**config.mk**
```make
export PLATFORM = sky130hd
export DESIGN_NAME = alu_issue
export DESIGN_NICKNAME = d
export VERILOG_FILES = /design/src/rtl/alu_issue_pkg.sv /design/src/rtl/alu_issue_regfile.sv /design/src/rtl/alu_issue.sv
export SDC_FILE = /design/constraint.sdc
export NUM_CORES = 2
export LEC_CHECK = 0
export BUFFER_PORTS_ARGS = -buffer_cell sky130_fd_sc_hd__buf_4
export CAP_MARGIN = 20
export CORE_MARGIN = 1
export CORE_UTILIZATION = 48
export CTS_BUF_LIST = sky130_fd_sc_hd__clkbuf_8
export DETAILED_ROUTE_END_ITERATION = 12
export REMOVE_ABC_BUFFERS = 1
export SYNTH_ARGS = -nofsm -noshare
export SYNTH_HDL_FRONTEND = slang
export SYNTH_HIERARCHICAL = 1
export SYNTH_SLANG_ARGS = --single-unit
```
**constraint.sdc**
```tcl
create_clock -name clk -period 7.3 [get_ports clk]
set_clock_uncertainty 0.1 [all_clocks]
set_input_delay 1.46 -clock clk [delete_from_list [all_inputs] [get_ports clk]]
set_output_delay 1.46 -clock clk [all_outputs]
set_load 0.01 [all_outputs]
```
**src/rtl/alu_issue_pkg.sv**
```systemverilog
// Shared constants, instruction layout and opcode mapping for the ALU issue stage.
package alu_issue_pkg;

    localparam int unsigned DEF_WIDTH    = 32;
    localparam int unsigned DEF_OP_WIDTH = 5;
    localparam int unsigned DEF_REG_ADDR = 5;

    // ALU opcodes, laid out as {alt, funct3, 1'b1}
    localparam logic [4:0] ALU_ADD  = 5'b00001;
    localparam logic [4:0] ALU_SUB  = 5'b10001;
    localparam logic [4:0] ALU_SLL  = 5'b00011;
    localparam logic [4:0] ALU_SLT  = 5'b00101;
    localparam logic [4:0] ALU_SLTU = 5'b00111;
    localparam logic [4:0] ALU_XOR  = 5'b01001;
    localparam logic [4:0] ALU_SRL  = 5'b01011;
    localparam logic [4:0] ALU_SRA  = 5'b11011;
    localparam logic [4:0] ALU_OR   = 5'b01101;
    localparam logic [4:0] ALU_AND  = 5'b01111;

    // RV32I major opcodes handled by this stage
    localparam logic [6:0] OPC_OP     = 7'b0110011;
    localparam logic [6:0] OPC_OP_IMM = 7'b0010011;
    localparam logic [6:0] OPC_LUI    = 7'b0110111;
    localparam logic [6:0] OPC_AUIPC  = 7'b0010111;

    localparam logic [6:0] F7_BASE = 7'b0000000;
    localparam logic [6:0] F7_ALT  = 7'b0100000;

    // RV32I R/I-type field layout
    typedef struct packed {
        logic [6:0] funct7;
        logic [4:0] rs2;
        logic [4:0] rs1;
        logic [2:0] funct3;
        logic [4:0] rd;
        logic [6:0] opcode;
    } rv_instr_t;

    // Map funct3 plus the alternate-encoding bit to an ALU opcode
    function automatic logic [4:0] alu_op(input logic alt, input logic [2:0] funct3);
        logic [4:0] op;
        case (funct3)
            3'b000:  op = alt ? ALU_SUB : ALU_ADD;
            3'b001:  op = ALU_SLL;
            3'b010:  op = ALU_SLT;
            3'b011:  op = ALU_SLTU;
            3'b100:  op = ALU_XOR;
            3'b101:  op = alt ? ALU_SRA : ALU_SRL;
            3'b110:  op = ALU_OR;
            default: op = ALU_AND;
        endcase
        return op;
    endfunction

endpackage

```
**src/rtl/alu_issue_regfile.sv**
```systemverilog
// Architectural register file: two write-first combinational reads, one sync write, x0 hardwired.
module alu_issue_regfile
    import alu_issue_pkg::*;
#(
    parameter int unsigned WIDTH    = DEF_WIDTH,
    parameter int unsigned REG_ADDR = DEF_REG_ADDR
) (
    input  logic                clk,
    input  logic                rst,
    input  logic [REG_ADDR-1:0] raddr1,
    output logic [WIDTH-1:0]    rdata1_c,
    input  logic [REG_ADDR-1:0] raddr2,
    output logic [WIDTH-1:0]    rdata2_c,
    input  logic                we,
    input  logic [REG_ADDR-1:0] waddr,
    input  logic [WIDTH-1:0]    wdata
);

    localparam int unsigned NREGS = 32'(1) << REG_ADDR;

    logic [WIDTH-1:0] mem [NREGS];

    // Storage update; writes to x0 are dropped
    always_ff @(posedge clk) begin
        if (rst) begin
            for (int unsigned i = 0; i < NREGS; i++) begin
                mem[i] <= '0;
            end
        end else if (we && (waddr != '0)) begin
            mem[waddr] <= wdata;
        end
    end

    // Read ports see a same-cycle write so issue never waits on the regfile
    always_comb begin
        rdata1_c = '0;
        rdata2_c = '0;
        if (raddr1 != '0) begin
            rdata1_c = (we && (waddr == raddr1)) ? wdata : mem[raddr1];
        end
        if (raddr2 != '0) begin
            rdata2_c = (we && (waddr == raddr2)) ? wdata : mem[raddr2];
        end
    end

endmodule

```
**src/rtl/alu_issue.sv**
```systemverilog
// Decode/issue stage: RV32I integer decode, operand read, hazard scoreboard, held ALU entry.
module alu_issue
    import alu_issue_pkg::*;
#(
    parameter int unsigned WIDTH    = DEF_WIDTH,
    parameter int unsigned OP_WIDTH = DEF_OP_WIDTH,
    parameter int unsigned REG_ADDR = DEF_REG_ADDR
) (
    input  logic                clk,
    input  logic                rst,
    input  logic                in_valid,
    output logic                in_ready,
    input  logic [31:0]         in_instr,
    input  logic [WIDTH-1:0]    in_pc,
    output logic                out_valid,
    input  logic                out_ready,
    output logic [OP_WIDTH-1:0] alu_opcode,
    output logic [WIDTH-1:0]    alu_a,
    output logic [WIDTH-1:0]    alu_b,
    output logic [REG_ADDR-1:0] out_rd,
    output logic                out_wb,
    output logic                out_illegal,
    input  logic                flush,
    input  logic                wb_en,
    input  logic [REG_ADDR-1:0] wb_rd,
    input  logic [WIDTH-1:0]    wb_data
);

    localparam int unsigned NREGS = 32'(1) << REG_ADDR;

    rv_instr_t ins;
    assign ins = rv_instr_t'(in_instr);

    logic [REG_ADDR-1:0] rs1, rs2, rd;
    assign rs1 = REG_ADDR'(ins.rs1);
    assign rs2 = REG_ADDR'(ins.rs2);
    assign rd  = REG_ADDR'(ins.rd);

    logic [WIDTH-1:0] rs1_val, rs2_val;

    alu_issue_regfile #(
        .WIDTH    (WIDTH),
        .REG_ADDR (REG_ADDR)
    ) u_regfile (
        .clk      (clk),
        .rst      (rst),
        .raddr1   (rs1),
        .rdata1_c (rs1_val),
        .raddr2   (rs2),
        .rdata2_c (rs2_val),
        .we       (wb_en),
        .waddr    (wb_rd),
        .wdata    (wb_data)
    );

    logic [WIDTH-1:0] imm_i, imm_u, imm_shamt;
    assign imm_i     = {{(WIDTH-12){in_instr[31]}}, in_instr[31:20]};
    assign imm_u     = WIDTH'({in_instr[31:12], 12'b0});
    assign imm_shamt = WIDTH'(in_instr[24:20]);

    logic [OP_WIDTH-1:0] dec_op;
    logic [WIDTH-1:0]    dec_a, dec_b;
    logic                dec_legal, dec_wb, use_rs1, use_rs2;

    // Instruction decode and operand selection; illegal words collapse to a harmless ADD 0,0
    always_comb begin
        dec_op    = OP_WIDTH'(ALU_ADD);
        dec_a     = '0;
        dec_b     = '0;
        dec_legal = 1'b0;
        use_rs1   = 1'b0;
        use_rs2   = 1'b0;
        case (ins.opcode)
            OPC_OP: begin
                dec_legal = (ins.funct7 == F7_BASE) ||
                            ((ins.funct7 == F7_ALT) && ((ins.funct3 == 3'b000) || (ins.funct3 == 3'b101)));
                dec_op    = OP_WIDTH'(alu_op(ins.funct7[5], ins.funct3));
                dec_a     = rs1_val;
                dec_b     = rs2_val;
                use_rs1   = 1'b1;
                use_rs2   = 1'b1;
            end
            OPC_OP_IMM: begin
                dec_a   = rs1_val;
                use_rs1 = 1'b1;
                case (ins.funct3)
                    3'b001: begin
                        dec_legal = (ins.funct7 == F7_BASE);
                        dec_op    = OP_WIDTH'(alu_op(1'b0, ins.funct3));
                        dec_b     = imm_shamt;
                    end
                    3'b101: begin
                        dec_legal = (ins.funct7 == F7_BASE) || (ins.funct7 == F7_ALT);
                        dec_op    = OP_WIDTH'(alu_op(ins.funct7[5], ins.funct3));
                        dec_b     = imm_shamt;
                    end
                    default: begin
                        dec_legal = 1'b1;
                        dec_op    = OP_WIDTH'(alu_op(1'b0, ins.funct3));
                        dec_b     = imm_i;
                    end
                endcase
            end
            OPC_LUI: begin
                dec_legal = 1'b1;
                dec_b     = imm_u;
            end
            OPC_AUIPC: begin
                dec_legal = 1'b1;
                dec_a     = in_pc;
                dec_b     = imm_u;
            end
            default: begin
                dec_legal = 1'b0;
            end
        endcase
        if (!dec_legal) begin
            dec_op  = OP_WIDTH'(ALU_ADD);
            dec_a   = '0;
            dec_b   = '0;
            use_rs1 = 1'b0;
            use_rs2 = 1'b0;
        end
    end

    assign dec_wb = dec_legal && (rd != '0);

    logic [NREGS-1:0] busy, busy_live, busy_nxt, wb_clr, flush_clr, acc_set;
    logic             hazard, accept;

    // Scoreboard view after this cycle's writeback; a retiring register no longer blocks issue
    always_comb begin
        wb_clr    = wb_en ? (NREGS'(1) << wb_rd) : '0;
        busy_live = busy & ~wb_clr;
        hazard    = (use_rs1 && busy_live[rs1]) ||
                    (use_rs2 && busy_live[rs2]) ||
                    (dec_wb  && busy_live[rd]);
        in_ready  = (!out_valid || out_ready) && !hazard && !flush;
        accept    = in_valid && in_ready;
        flush_clr = (flush && out_valid && out_wb) ? (NREGS'(1) << out_rd) : '0;
        acc_set   = (accept && dec_wb) ? (NREGS'(1) << rd) : '0;
        busy_nxt  = ((busy & ~wb_clr & ~flush_clr) | acc_set) & ~NREGS'(1);
    end

    // Held ALU entry and scoreboard state
    always_ff @(posedge clk) begin
        if (rst) begin
            out_valid   <= 1'b0;
            alu_opcode  <= '0;
            alu_a       <= '0;
            alu_b       <= '0;
            out_rd      <= '0;
            out_wb      <= 1'b0;
            out_illegal <= 1'b0;
            busy        <= '0;
        end else begin
            busy <= busy_nxt;
            if (flush) begin
                out_valid <= 1'b0;
            end else if (accept) begin
                out_valid   <= 1'b1;
                alu_opcode  <= dec_op;
                alu_a       <= dec_a;
                alu_b       <= dec_b;
                out_rd      <= rd;
                out_wb      <= dec_wb;
                out_illegal <= !dec_legal;
            end else if (out_ready) begin
                out_valid <= 1'b0;
            end
        end
    end

endmodule

```
==> flow_summary.toml <==
[pwr]
ir_worst_vdd_mv = 0.146
internal_power_mw = 10.9
sw_frac_of_total_pct = 27.5
p_per_area_nw_per_um2 = 219
p_seq_share_pct = 50.3
combPwrFrac_pct = 13.1
clkPwrFrac_pct = 36.6
leakage_nw = 24.3
p_switching_mw = 4.13

[critical_path]
rr_worst_depth = 8
critPathKind = "primary input to output port"
startpoint_type = "primary input"
cp_max_fo = 14
critPathRequiredTime_ns = 5.74
crit_chain = "buf_4, nor4_1, nand3_1, a21oi_1, o21ai_1, a21oi_1, buf_4, and4_1, nor4_1, buf_4"
cpMaxStageDelayCell = "nor4_1"
crit_path_end_kind = "output port"
slowest_delay_ns = 0.63
r2r_end = "alu_a[29]"
r2r_start = "busy[27]"
reg2reg_slack_ns = 3.55
crit_top_cell = "buf_4"
cp.arrival_ns = 4.36

[timing]
drv_slew = 0
grt_setup_unrepaired = "no"
setup_viol = 0
slew_headroom_pct = 22.6
setup_tns_ns = 0
tightest_slew_ns = 1.16
finalCriticalPeriod_ns = 5.92
fin_crit_sh_pct = 81.1
clock.fmax_mhz = 169
finalHoldViolCount = 0

[drt]
drt-total-wl_um = 237000
ant_nets = 0
drt-initial-drc-count = 7381
firstDrtPassIters = 6
wl_per_cell_um = 35.9
remaining_drc_errors = 0
num_vias = 44251
viasPerCell = 6.71

[clock_network]
root_buffer = "clkbuf_8"
cts_tree = "yes"
cts_buffers = 196
h-tree-depth = 4
ctsResizeCount = 0
post_cts_buffers = 0
cts_sinks = 1132
cts_hold_buf = 0
cts_buffer_depth = 3
path_clk_slew_ns = 0.06
clk_latency_ns = 0.93

[finish]
syn2layout_area_growth_pct = 10.6
nFillCells = 10662
final_cell_mix = "1024 x edfxtp_1, 996 x and2_1, 392 x mux4_2, 300 x buf_4, 260 x mux2i_1"
final_common_cell = "edfxtp_1"
drive_above_1_share_pct = 24.3
nNetsFinal = 4805
design_area_um2 = 68700

[synthesis]
synth_area_um2 = 62100
synthArstFlopShare_pct = 0
synth_top_family_by_area = "multiplexers"
ys_warn_count = 6
muxShareOfSynthArea_pct = 21.1
syn_area_per_cell_um2 = 13.4
synthSimpleGateAreaFrac_pct = 14.3
synthCells = 4639
synth_compound_area_share_pct = 7.63
synth-edff-count = 1024
ys_seq_elements = 1132
synthDistinctLibCells = 75
synth_flop_cell = "edfxtp_1"
synthAdderAreaFrac_pct = 0
synth-xor-area-share_pct = 0.183
yosysSeqAreaShare_pct = 53.0

[die]
io_pins = 185
dieArea_um2 = 131000
die_h_um = 362
core_um2 = 128000
start_util_pct = 48.5
dieWidth_um = 362
num_rows = 131

[placed_design]
io_buffers = 184
detailed_place_hpwl_um = 139000
placed_cell_area_um2 = 65000
gp_congestion = 0.925

[worst_hold_path]
whs_endpoint = "alu_b[0]"
hold_path_startpoint = "alu_b[0]"
min_path_type = "register to register"
hold_depth = 2

[run]
maxCapViolCount = 0

[status]
status = "complete, no violations"

[global_routing]
grt_max_degree = 95
antenna_found_initial = 19
overflow = 0
grt_pass1_wl_um = 328000
grt_usage_pct = 35.9
grt_pass1_vias = 42806
==> worst max-delay path by stage <==
stage / from / to / slack [ns] / depth (start not counted)
after detailed placement: in_instr[25] / in_ready / 1.46 / 10
after global routing: in_instr[25] / in_ready / 1.25 / 10
after CTS: in_instr[25] / in_ready / 1.45 / 10
after floorplan: in_instr[25] / alu_b[6] / 2.06 / 8
final: in_instr[25] / in_ready / 1.38 / 10
after global placement: in_instr[26] / in_ready / 1.49 / 10
==> critical path: cells and delay by family <==
kind / cells / cell delay (ns)
and+or+nand+nor: 4 / 1.61
AOI/OAI and AO/OA: 3 / 0.74
buffers and inverters: 3 / 0.54
==> power by group through the flow <==
stage / clock network [mW] / logic, mW / registers (mW)
final: 5.49 / 1.98 / 7.56
after floorplan: 0 / 0.917 / 7.62
after global routing: 5.82 / 2.01 / 7.60
after global placement: 0 / 1.90 / 7.67
after detailed placement: 0 / 1.91 / 7.69
after CTS: 5.55 / 1.91 / 7.56
==> registers in the layout (all words and copies together) (netlist names), 5 cells and up <==
| register | flops |
|---|---|
| u_regfile/mem | 1024 |
| alu_a | 32 |
| alu_b | 32 |
| busy | 31 |
| alu_opcode | 5 |
| out_rd | 5 |
==> Yosys cell counts (15+ instances only) <==
master     instances  area (um2)
a2111oi_0         15         131
a211oi_1          50         375
a21oi_1           65         325
a22oi_1          143        1070
a31oi_1           43         269
a32o_1            32         320
and2_1           995        6220
and3_1            18         113
buf_1             18        67.6
buf_2             67         335
buf_4             19         143
buf_6             20         225
clkbuf_1         353        1330
dfxtp_1          108        2160
edfxtp_1        1024       30700
mux2_2            93        1050
mux2_4            40         601
mux2i_1          260        2600
mux4_2           392        8830
nand2_1           90         338
nand2b_1          16         100
nand3_1           24         120
nand4_1           28         175
nor2_1           151         567
nor2b_1           55         344
nor3_1            30         150
nor4_1            15        93.8
o21ai_0          144         721
o221ai_1          40         350
o22ai_1           81         507
or2_2             36         225
==> routing by layer <==
metal | global-route usage [%] | wire length (um) | vias to the layer above
li1 | - | - | 17899
met1 | 49.6 | 92800 | 22676
met2 | 52.7 | 102000 | 3091
met3 | 11.1 | 31800 | 575
met4 | 14.4 | 9740 | 10
met5 | 0.111 | 77 | -
==> final cells by class <==
class	instances	area [um2]	area share, %
diodes	13	32.5	0.0474
clock buffers	207	2850	4.15
clock inverters	147	752	1.09
inverters	8	30.0	0.0437
multi-input cells	3040	27400	39.8
flip-flops and latches	1132	32900	47.9
well taps	1729	2160	3.15
repair buffers	320	2600	3.78
==> per-stage QoR <==
step	instances	setup slack, ns	hold WS, ns	utilization, %	power [mW]
2_1_floorplan	4180	2.06	0.379	-	8.54
3_3_place_gp	6225	1.49	0.350	50.8	9.57
3_5_place_dp	6226	1.46	0.351	50.8	9.59
4_1_cts	6580	1.45	0.361	53.6	15.0
5_1_grt	6586	1.25	0.386	53.6	15.4
6_report	6596	1.38	0.361	53.7	15.0
==> logic make-up after synthesis <==
logic type             after synthesis
AND/OR/NAND/NOR                   1512
AO/OA/AOI/OAI                      693
multiplexers                       790
flip-flops                        1132
other                                1
buffers and inverters              498
XOR/XNOR                            13
(Power assumes the default switching activity.)
